`src/rtl/mips16_pkg.sv`:
```
// Shared constants and FSM state type for the MIPS16 image loader.
// CHECKSUM_EN adds the trailer-check (CHK) and error (ERR) states.
package mips16_pkg;

  localparam int unsigned WORD_W    = 16;
  localparam int unsigned IMG_WORDS = 24;
  localparam int unsigned IMG_W     = WORD_W * IMG_WORDS;
  localparam int unsigned CNT_W     = 5;

  localparam logic [CNT_W-1:0] LAST_IDX = CNT_W'(IMG_WORDS - 1);

  typedef enum logic [2:0] {
    IDLE,
    LOAD_I,
    LOAD_D,
    RUN
`ifdef CHECKSUM_EN
    ,
    CHK,
    ERR
`endif
  } loader_state_t;

endpackage

```
`src/rtl/mips16_image_loader_if.sv`:
```
// Valid/ready word stream feeding the MIPS16 image loader.
interface mips16_image_loader_if #(
  parameter int unsigned WORD_W = 16
);

  logic              in_valid;
  logic [WORD_W-1:0] in_word;
  logic              in_ready;

  modport master (output in_valid, output in_word, input in_ready);
  modport slave  (input in_valid, input in_word, output in_ready);

endinterface

```
`src/rtl/mips16_word_bank.sv`:
```
// Flat image register: one WORD_W slot per address, synchronously cleared on rst.
module mips16_word_bank #(
  parameter  int unsigned WORD_W    = 16,
  parameter  int unsigned IMG_WORDS = 24,
  localparam int unsigned AW        = $clog2(IMG_WORDS)
) (
  input  logic                        clk,
  input  logic                        rst,
  input  logic                        we,
  input  logic [AW-1:0]               addr,
  input  logic [WORD_W-1:0]           wdata,
  output logic [WORD_W*IMG_WORDS-1:0] image
);

  // Decoded per-slot write; out-of-range addresses write nothing.
  always_ff @(posedge clk) begin
    if (rst) begin
      image <= '0;
    end else begin
      for (int unsigned k = 0; k < IMG_WORDS; k++) begin
        if (we && (addr == k[AW-1:0])) begin
          image[k*WORD_W +: WORD_W] <= wdata;
        end
      end
    end
  end

endmodule

```
`src/rtl/mips16_image_loader.sv`:
```
// Streams 24 instruction + 24 data words into the MIPS16 flat images and holds the core
// in reset until both are loaded. Define CHECKSUM_EN for the XOR trailer check.
module mips16_image_loader
  import mips16_pkg::*;
(
  input  logic                 clk,
  input  logic                 rst,
  input  logic                 start,
  mips16_image_loader_if.slave stream,
  output logic [IMG_W-1:0]     out_instr,
  output logic [IMG_W-1:0]     out_data,
  output logic                 cpu_rst,
  output logic                 done,
  output logic                 err
);

  loader_state_t    state;
  logic [CNT_W-1:0] cnt;
  logic             ready_q;
  logic             accept;
  logic             last;
  logic             we_i;
  logic             we_d;
`ifdef CHECKSUM_EN
  logic [WORD_W-1:0] csum;
`endif

  assign accept          = stream.in_valid && ready_q;
  assign last            = (cnt == LAST_IDX);
  assign we_i            = accept && (state == LOAD_I);
  assign we_d            = accept && (state == LOAD_D);
  assign stream.in_ready = ready_q;

  mips16_word_bank #(.WORD_W(WORD_W), .IMG_WORDS(IMG_WORDS)) u_instr_bank (
    .clk   (clk),
    .rst   (rst),
    .we    (we_i),
    .addr  (cnt),
    .wdata (stream.in_word),
    .image (out_instr)
  );

  mips16_word_bank #(.WORD_W(WORD_W), .IMG_WORDS(IMG_WORDS)) u_data_bank (
    .clk   (clk),
    .rst   (rst),
    .we    (we_d),
    .addr  (cnt),
    .wdata (stream.in_word),
    .image (out_data)
  );

  // ready/cpu_rst/done are registered alongside the state so they change on the
  // same edge as the transition that implies them.
  always_ff @(posedge clk) begin
    if (rst) begin
      state   <= IDLE;
      cnt     <= '0;
      ready_q <= 1'b0;
      cpu_rst <= 1'b1;
      done    <= 1'b0;
`ifdef CHECKSUM_EN
      err     <= 1'b0;
      csum    <= '0;
`endif
    end else begin
      case (state)
        IDLE: begin
          if (start) begin
            state   <= LOAD_I;
            cnt     <= '0;
            ready_q <= 1'b1;
`ifdef CHECKSUM_EN
            csum    <= '0;
`endif
          end
        end
        LOAD_I: begin
          if (accept) begin
`ifdef CHECKSUM_EN
            csum <= csum ^ stream.in_word;
`endif
            if (last) begin
              state <= LOAD_D;
              cnt   <= '0;
            end else begin
              cnt <= cnt + CNT_W'(1);
            end
          end
        end
        LOAD_D: begin
          if (accept) begin
`ifdef CHECKSUM_EN
            csum <= csum ^ stream.in_word;
`endif
            if (last) begin
              cnt <= '0;
`ifdef CHECKSUM_EN
              state <= CHK;
`else
              state   <= RUN;
              ready_q <= 1'b0;
              cpu_rst <= 1'b0;
              done    <= 1'b1;
`endif
            end else begin
              cnt <= cnt + CNT_W'(1);
            end
          end
        end
        RUN: begin
          if (start) begin
            state   <= LOAD_I;
            cnt     <= '0;
            ready_q <= 1'b1;
            cpu_rst <= 1'b1;
            done    <= 1'b0;
`ifdef CHECKSUM_EN
            csum    <= '0;
`endif
          end
        end
`ifdef CHECKSUM_EN
        CHK: begin
          if (accept) begin
            ready_q <= 1'b0;
            if (stream.in_word == csum) begin
              state   <= RUN;
              cpu_rst <= 1'b0;
              done    <= 1'b1;
            end else begin
              state <= ERR;
              err   <= 1'b1;
            end
          end
        end
        ERR: begin
          if (start) begin
            state   <= LOAD_I;
            cnt     <= '0;
            ready_q <= 1'b1;
            err     <= 1'b0;
            csum    <= '0;
          end
        end
`endif
        default: begin
          state   <= IDLE;
          cnt     <= '0;
          ready_q <= 1'b0;
          cpu_rst <= 1'b1;
          done    <= 1'b0;
        end
      endcase
    end
  end

`ifndef CHECKSUM_EN
  assign err = 1'b0;
`endif

endmodule

```
`src/flat_wrapper.sv`:
```
// flat-port wrapper written by rule: the top's interface ports become plain ports
module mips16_image_loader_flat import mips16_pkg::*;
  (clk, rst, start, out_instr, out_data, cpu_rst, done, err, stream_in_valid, stream_in_word, stream_in_ready);
  mips16_image_loader_if #(.WORD_W(16)) stream_i ();
  input  logic clk;
  input  logic rst;
  input  logic start;
  output logic [IMG_W-1:0] out_instr;
  output logic [IMG_W-1:0] out_data;
  output logic cpu_rst;
  output logic done;
  output logic err;
  input wire logic [$bits(stream_i.in_valid)-1:0] stream_in_valid;
  input wire logic [$bits(stream_i.in_word)-1:0] stream_in_word;
  output wire logic [$bits(stream_i.in_ready)-1:0] stream_in_ready;
  assign stream_i.in_valid = stream_in_valid;
  assign stream_i.in_word = stream_in_word;
  assign stream_in_ready = stream_i.in_ready;
  mips16_image_loader u_core (.clk(clk), .rst(rst), .start(start), .stream(stream_i), .out_instr(out_instr), .out_data(out_data), .cpu_rst(cpu_rst), .done(done), .err(err));
endmodule
```
`config.mk`:
```
export PLATFORM = sky130hd
export DESIGN_NAME = mips16_image_loader_flat
export DESIGN_NICKNAME = d
export VERILOG_FILES = /design/src/rtl/mips16_pkg.sv /design/src/rtl/mips16_image_loader_if.sv /design/src/rtl/mips16_word_bank.sv /design/src/rtl/mips16_image_loader.sv /design/src/flat_wrapper.sv
export SDC_FILE = /design/constraint.sdc
export NUM_CORES = 2
export LEC_CHECK = 0
export CAP_MARGIN = 5
export CORE_MARGIN = 4
export CORE_UTILIZATION = 25
export CTS_BUF_LIST = sky130_fd_sc_hd__clkbuf_8
export DETAILED_ROUTE_END_ITERATION = 8
export HOLD_SLACK_MARGIN = 0.12
export PLACE_DENSITY = 0.44
export SLEW_MARGIN = 40
export SYNTH_ARGS = -nofsm -noshare
export SYNTH_HDL_FRONTEND = slang
export SYNTH_SLANG_ARGS = --single-unit
export TNS_END_PERCENT = 5
```
`constraint.sdc`:
```
create_clock -name clk -period 3.07 [get_ports clk]
set_input_delay 0.4605 -clock clk [delete_from_list [all_inputs] [get_ports clk]]
set_output_delay 0.4605 -clock clk [all_outputs]
set_load 0.1 [all_outputs]
```
# Word level (Yosys, flattened, before mapping)
# Cells that the tools add are included.
# word_totals
latchBits,0
romBits,0
word_cells,168
mem_bits_rw,0
output_inout_bits,772
regBits,779
in_bits,20
memories,0
# op_classes
order_cmp,0
addsub,1
n_shift,0
reduce_logical,60
div_mod_pow,0
n_bitwise,2
n_eq_ne,33
mux,19
mul,0
# op_table
op,count
1-bit logical AND,51
"5-bit by 4-bit == test with 1-bit output, second input constant",8
"5-bit == test, second input constant",8
"5-bit by 3-bit == test with 1-bit output, second input constant",4
3-bit 2-to-1 mux,5
5-bit 2-to-1 mux,3
"2-bit by 1-bit != test with 1-bit output, second input constant",6
"5-bit by 2-bit == test with 1-bit output, second input constant",2
5-bit one-hot mux with 2 select lines,1
1-bit one-hot mux with 3 select lines,3
3-bit one-hot mux with 3 select lines,1
4-bit AND reduction,2
"3-bit by 2-bit == test with 1-bit output, second input constant",2
1-bit 2-to-1 mux,6
2-bit OR reduction,3
"5-bit by 1-bit adder with 5-bit output, second input constant",1
"5-bit by 1-bit == test with 1-bit output, second input constant",1
5-bit logical NOT,1
5-bit AND reduction,1
"3-bit by 1-bit == test with 1-bit output, second input constant",1
3-bit logical NOT,1
"2-bit != test, second input constant",1
1-bit NOT,2
2-bit AND reduction,1

# Longest topological paths before layout
# depth
word_depth,4
mapped_depth,9
mapped_depth_nobuf,6

# Modules after synthesis
# Synthesis repeated with hierarchy kept, for this count alone.
# hier_totals
cells_unflattened,2699
area_unflattened_um2,30431.7
# by_module_without_submodules
module,instances,seq_area_each_um2,area_each_um2,cells_per_inst
mips16_word_bank,2,7687.4,14893.0,1314
mips16_image_loader,1,200.2,645.6,71

# Worst setup path before layout
# OpenSTA, ideal clock, no wires.
# synth_timing
path_type,register to register
from,register u_core.cnt[0]
to,register u_core.u_data_bank.image[245]
arrival_ns,2.222
slack_ns,0.777
setup_time_ns,0.070
stages_incl_launch_ff,10
period_less_slack_ns,2.293
cell_sequence,dfxtp_1 -> ha_1 -> buf_1 -> and3_1 -> ha_1 -> and4_1 -> clkbuf_1 -> clkbuf_1 -> nand2_1 -> a21oi_1
# synth_between
elab_chain_len,2
# synth_rtl
element,line_no,text
from (decl),mips16_image_loader.sv:18,logic [CNT_W-1:0] cnt;
from (signal assigned),mips16_image_loader.sv:86,cnt <= cnt + CNT_W'(1);
from (signal assigned),mips16_image_loader.sv:106,cnt <= cnt + CNT_W'(1);
5-bit by 4-bit == test with 1-bit output,mips16_word_bank.sv:21,if (we && (addr == k[AW-1:0])) begin
1-bit logical AND,mips16_word_bank.sv:21,
"to (signal, indexed assignment)",mips16_word_bank.sv:22,image[k*WORD_W +: WORD_W] <= wdata;
to (decl),mips16_word_bank.sv:12,output logic [WORD_W*IMG_WORDS-1:0] image
# No other way between the ends.
# A chain may end at the register's enable or synchronous reset.

# Worst setup path after layout
# layout_timing
from,register u_core.cnt[1]
to,register u_core.u_instr_bank.image[31]
# layout_between
elab_chain_len,2
# layout_rtl
element,line_no
5-bit by 1-bit == test with 1-bit output,mips16_word_bank.sv:21
1-bit logical AND,mips16_word_bank.sv:21
"to (signal, indexed assignment)",mips16_word_bank.sv:22
to (decl),mips16_word_bank.sv:12
# No other way between the ends.

==> impl_metrics.py <==
metrics = {
    "sta": {
        "worst_slew_pin_slew_ns": 0.726,
        "final-setup-viol-count": 0,
        "hold_slack_ns": 0.423,
        "finalHoldViolations": 0,
        "slew_headroom": 0.516,
        "fin_crit_sh": 0.758,
        "max_freq_mhz": 430,
        "slew_violations": 0,
        "rsz0062_at_grt": "no",
        "setup_tns_ns": 0,
        "period_minus_slack_ns": 2.33,
        "fin_skew_ns": 0.0398,
    },
    "drt": {
        "vias_per_cell": 4.38,
        "drtIter0Drc": 1472,
        "vias": 23574,
        "detail-route-antenna-nets": 0,
        "wl_per_cell_um": 24.6,
        "wirelength_mm": 132,
        "dr.pass1.iters": 5,
        "drc": 0,
    },
    "synth": {
        "yosys.area_share.adder": 0.00407,
        "synth-seq-cells": 778,
        "synthTopCellsByArea": "dfxtp_1, mux2i_1, nand2b_1",
        "synth_cell_type_count": 45,
        "ys_seq_area_frac": 0.506,
        "synth_top_family_by_area": "multiplexers",
        "syn-cell-area_um2": 30800,
        "yosysTopAreaCellShare": 0.506,
        "async_reset_ff_frac": 0,
        "syn_inst": 2900,
        "synth_edf_count": 0,
        "synthesis.nets": 2930,
        "synth_commonest_cells": "dfxtp_1, nand2b_1, mux2i_1",
        "yosysMostFrequentCell": "dfxtp_1",
        "yosys_most_used_dff": "dfxtp_1",
        "synth_area_leader_cell": "dfxtp_1",
        "synth_compound_area_frac": 0.0456,
        "yosysWarnings": 0,
        "synth-simple-area-share": 0.190,
        "synth_mux_area_frac": 0.203,
        "synth_xor_area_frac": 0.000285,
        "avgSynthCellArea_um2": 10.6,
    },
    "clock_network": {
        "clk_pin_slew_ns": 0.06,
        "cts_tree": "done",
        "cts_resized": 0,
        "clockRootBuffer": "clkbuf_8",
        "clock_latency_ns": 0.85,
        "cts_setup_buffers": 0,
        "cts_sinks": 778,
        "numCtsBuffers": 149,
        "htreeDepth": 4,
        "clk_path_buf_depth": 3,
    },
    "power": {
        "max-vdd-ir-drop_v": 0.000373,
        "powerDensity_nw_per_um2": 533,
        "power.leakage_nw": 20.5,
    },
    "floorplanning": {
        "io_pins": 792,
        "dieArea_um2": 129000,
        "die_h_um": 359,
        "coreArea_um2": 122000,
        "rows": 128,
        "die_x_um": 359,
        "initial_utilization": 0.252,
    },
    "global_routing": {
        "grt_first_pass_wirelength_mm": 183,
        "grt_max_degree": 172,
        "antenna_found_initial": 6,
        "track_usage": 0.197,
        "grt_pass1_vias": 23970,
        "grt-ovfl-total": 0,
    },
    "min_path": {
        "hp-class": "in -> reg",
    },
    "place": {
        "port_buffers": 790,
        "place_congestion": 0.729,
        "placed_cell_area_um2": 38300,
        "place_hpwl_mm": 87.6,
    },
    "finish": {
        "multiInputGateArea_um2": 13800,
        "syn2layout_area_growth_pct": 34.1,
        "fin_util": 0.338,
        "fin_area_um2": 41300,
        "drive_gt1_frac": 0.298,
        "seqCellArea_um2": 15600,
        "nets": 3670,
        "nFillCells": 12630,
    },
    "run": {
        "maxCapViolCount": 0,
    },
    "worst_setup_path": {
        "cp_top_family": "simple AND/OR/NAND/NOR gates",
        "critPathBufInv": 2,
        "crit_path_end_kind": "register",
        "worst_ep_required_time_ns": 3.75,
        "path_max_fanout": 16,
        "cp-start-kind": "register",
        "cp_slowest_cell": "and2b_1",
        "crit_type": "reg -> reg",
        "path_cells": "inv_1 -> ha_1 -> and2b_1 -> buf_4 -> nand3_4 -> mux2i_1",
        "cp_slowest_stage_delay_ns": 0.55,
        "critPathArrivalTime_ns": 3.00,
    },
    "status": {
        "status": "finished clean",
    },
}
[metrics by stage]
stage,total power [W],setup WS [ns],std cells
floorplan,0.0115,0.777,2900
global placement,0.0121,0.627,5105
detailed placement,0.0122,0.633,5112
CTS,0.0224,0.636,5377
global route,0.0229,0.565,5380
finish,0.0220,0.743,5380
[worst paths after layout]
kind / slack (ns) / start / endpoint / cells past startpoint
setup / recovery: 0.74 / u_core.cnt[1]$_SDFFE_PP0P_ / u_core.u_instr_bank.image[31]$_SDFFE_PP0P_ / 6
hold / removal: 0.42 / stream_in_word[13] / u_core.u_instr_bank.image[253]$_SDFFE_PP0P_ / 4
setup reg to reg: 0.74 / u_core.cnt[1]$_SDFFE_PP0P_ / u_core.u_instr_bank.image[31]$_SDFFE_PP0P_ / 6
hold reg to reg: 0.45 / u_core.u_data_bank.image[242]$_SDFFE_PP0P_ / u_core.u_data_bank.image[242]$_SDFFE_PP0P_ / 2
[final cells by class]
type	instances	area share
flip-flops and latches	778	0.377
repair buffers	880	0.169
inverters	9	0.000819
clock inverters	83	0.00973
clock buffers	181	0.0604
well taps	1625	0.0493
diodes	2	0.000121
multi-input cells	1822	0.333
[placed cells by master, fill, tap and decap left out, types with 10 or more instances in the layout]
cell type and n:
a21oi_1 150, buf_12 23, buf_4 835, clkbuf_8 181
clkdlybuf4s50_1 17, dfxtp_1 778, ha_1 10, inv_1 74
mux2i_1 624, nand2_1 65, nand2b_1 628, nand2b_4 11
nand3_1 120, nand3_4 23, o21ai_0 109
[flip-flops by register name (all words and copies together), names as in the netlist]
name                       flops
u_core.u_data_bank.image     384
u_core.u_instr_bank.image    384
u_core.cnt                     5
u_core.state                   2
u_core.cpu_rst                 1
u_core.done                    1
u_core.stream.in_ready         1
[per-layer routing]
layer  global-route usage  vias up  wire length (um)
met5                    0        -                 0
met4               0.0631        0              3690
met3               0.0732      173             11100
met2                0.310      758             60100
met1                0.250    11431             57400
li1                     -    11212                 -
[power by group]
group,switching [W],internal (W)
Sequential,0.0000420,0.0101
Combinational,0.00122,0.000507
Clock,0.00474,0.00534
Total,0.00599,0.0160
[repair_timing]
action / CTS / global route
endpoints found under the hold margin: 3 / 0
hold buffers: 1 / 0
endpoints found under the setup margin: 0 / 0
[worst register-to-register path, cell delays in order, from the launching register on]
cell     delay, ns
dfxtp_1       0.34
inv_1         0.09
ha_1          0.34
and2b_1       0.56
buf_4         0.32
nand3_4       0.32
mux2i_1       0.22
[kinds of logic after synthesis]
logic type	Yosys count
flops	778
buf+inv	300
compound gates	273
other cells	1
xor+xnor	1
mux	625
simple gates	912
fa+ha+maj	10
Note: power is estimated with default switching activity, not from simulation.
==> patch, RTL diff (config.mk and constraints unchanged) <==
One comparison of `cnt` changes from == to >=.
--- a/src/rtl/mips16_image_loader.sv
+++ b/src/rtl/mips16_image_loader.sv
@@ -27,5 +27,5 @@
 
   assign accept          = stream.in_valid && ready_q;
-  assign last            = (cnt == LAST_IDX);
+  assign last            = (cnt >= LAST_IDX);
   assign we_i            = accept && (state == LOAD_I);
   assign we_d            = accept && (state == LOAD_D);
Behaviour: same outputs for any inputs over 4 cycles, from zero or initial values and one cycle with rst high; that may be too few to reach the edited logic, so the function may still have changed.
==> patch against the unedited design <==
- routed wire length shrank 3.2%
- power shrank 3.2%
- synthesized area shrank 7.7%
- sequential cell count is the same
- via count grew 6.8%
- count of clock-buffer cells in the layout shrank 9
- design area shrank 6.7%
- setup slack lost 57 ps
- die area shrank 7.5%
- synthesized cell count grew 13%
- combinational power shrank 13%
==> patch: results (changes against the unedited design) <==
metric	value	unit	change
arrival	3030	ps	+30 ps
portBuffers	790		unchanged
synthArstFlopShare	0		unchanged
status	completed		
dr_total_vias	25200		+6.8%
grt_max_degree	79		-54%
grt_pass1_wl	182000	um	-0.60%
synth_compound_area_frac	0.0955		+0.0499
grt_pass1_vias	24300		+1.5%
drt_iter0_markers	1427		-3.1%
critPathMaxStageDelay	700	ps	+150 ps
muxShareOfSynthArea	0.0910		-0.112
yosysUniqueCellTypes	45		unchanged
slowest_stage	or3_1		
layout-drive-gt1-share	0.271		-0.0267
syn_nets	3313		+13%
p_leak	17.2	nW	-16%
cts_buffers	147		-1.3%
crit_fanout	16		unchanged
fin_skew	24.0	ps	-15.8 ps
synth-xor-area-share	0		-0.000285
worstSkewPairLatency	820	ps	-30 ps
path_clk_slew	60	ps	about the same
nFillCells	11900		-5.5%
nets	4070		+11%
wl	128000	um	-3.2%
peakVddDrop	0.472	mV	+27%
yosysWarnings	0		unchanged
root_buffer	clkbuf_8		
globalplace.congestion	0.776		+6.4%
worstMarginPinSlew	861	ps	+136 ps
hpwlAfterDp	83100	um	-5.1%
synthAdderAreaFrac	0.00441		+0.000339
ys_seq_area_frac	0.549		+0.0422
synth.area.top_cells	dfxtp_1, nand2_1, a21oi_1		
swShare	0.270		-0.00249
grtUsageTotal	0.206		+0.00907
antenna_found_initial	3		-3
## patch: cell types whose count changed after synthesis, moves of 98 or more
| cell | unedited run | this run |
|---|---|---|
| nand2_1 | 65 | 1029 |
| nand2b_1 | 644 | 6 |
| a21oi_1 | 150 | 520 |
| mux2i_1 | 624 | 256 |
| nor2_1 | 4 | 262 |
| o21ai_0 | 109 | 1 |
| nand3_1 | 120 | 22 |
## patch: power groups by stage
| stage | Combinational, mW | Clock [mW] | Sequential (mW) |
|---|---|---|---|
| floorplan | 0.808 | 0 | 10.6 |
| global placement | 1.51 | 0 | 10.4 |
| detailed placement | 1.51 | 0 | 10.4 |
| CTS | 1.52 | 9.95 | 10.2 |
| global route | 1.58 | 10.4 | 10.2 |
| finish | 1.49 | 9.58 | 10.2 |
## patch: worst paths after layout
kind | from | end | slack (ps) | cells past startpoint
worst max-delay path | u_core.cnt[0]$_SDFFE_PP0P_ | u_core.u_data_bank.image[207]$_SDFFE_PP0P_ | 690 | 6
worst max register to register | u_core.cnt[0]$_SDFFE_PP0P_ | u_core.u_data_bank.image[207]$_SDFFE_PP0P_ | 690 | 6
worst min register to register | u_core.u_data_bank.image[259]$_SDFFE_PP0P_ | u_core.u_data_bank.image[259]$_SDFFE_PP0P_ | 450 | 2
worst min-delay path | stream_in_word[6] | u_core.u_data_bank.image[70]$_SDFFE_PP0P_ | 180 | 3
## patch: routing by layer
metal,vias to the layer above,global-route usage,wire length [um]
met5,-,0,12
met4,2,0.0696,4010
li1,12200,-,-
met2,801,0.338,60000
met1,12000,0.255,54600
met3,184,0.0677,9360
## patch: final cells by class
type | instances | area, um^2 | area share
clock buffer | 172 | 2370 | 0.0615
sequential | 778 | 15600 | 0.404
timing repair buffer | 900 | 6990 | 0.181
multi-input combinational | 2203 | 11300 | 0.293
antenna | 7 | 17.5 | 0.000455
inverter | 10 | 37.5 | 0.000975
tap | 1500 | 1880 | 0.0487
clock inverter | 81 | 362 | 0.00939
## patch: per-stage QoR
stage                     utilization  setup slack [ps]  area, um^2  hold WS (ps)  instances
after floorplan                     -               651       28400           472       3283
after global placement          0.316               463       35600           442       5379
after detailed placement        0.316               395       35700           447       5379
after CTS                       0.342               670       38500           122       5644
after global routing            0.342               518       38500           148       5647
final                           0.342               686       38500           183       5651
## patch: kinds of logic (layout without fill, tap and decap cells)
| group | count (synthesis) | count (layout) |
|---|---|---|
| other | 1 | 8 |
| adder cells (fa/ha/maj) | 10 | 10 |
| multiplexers | 258 | 258 |
| AND/OR/NAND/NOR | 1401 | 1401 |
| flip-flops | 778 | 778 |
| AO/OA/AOI/OAI | 533 | 533 |
| buffers and inverters | 302 | 1163 |
## patch: repair_timing
item,in CTS,in global routing
hold endpoints to repair,150,0
resized for setup,0,0
hold buffers,12,0
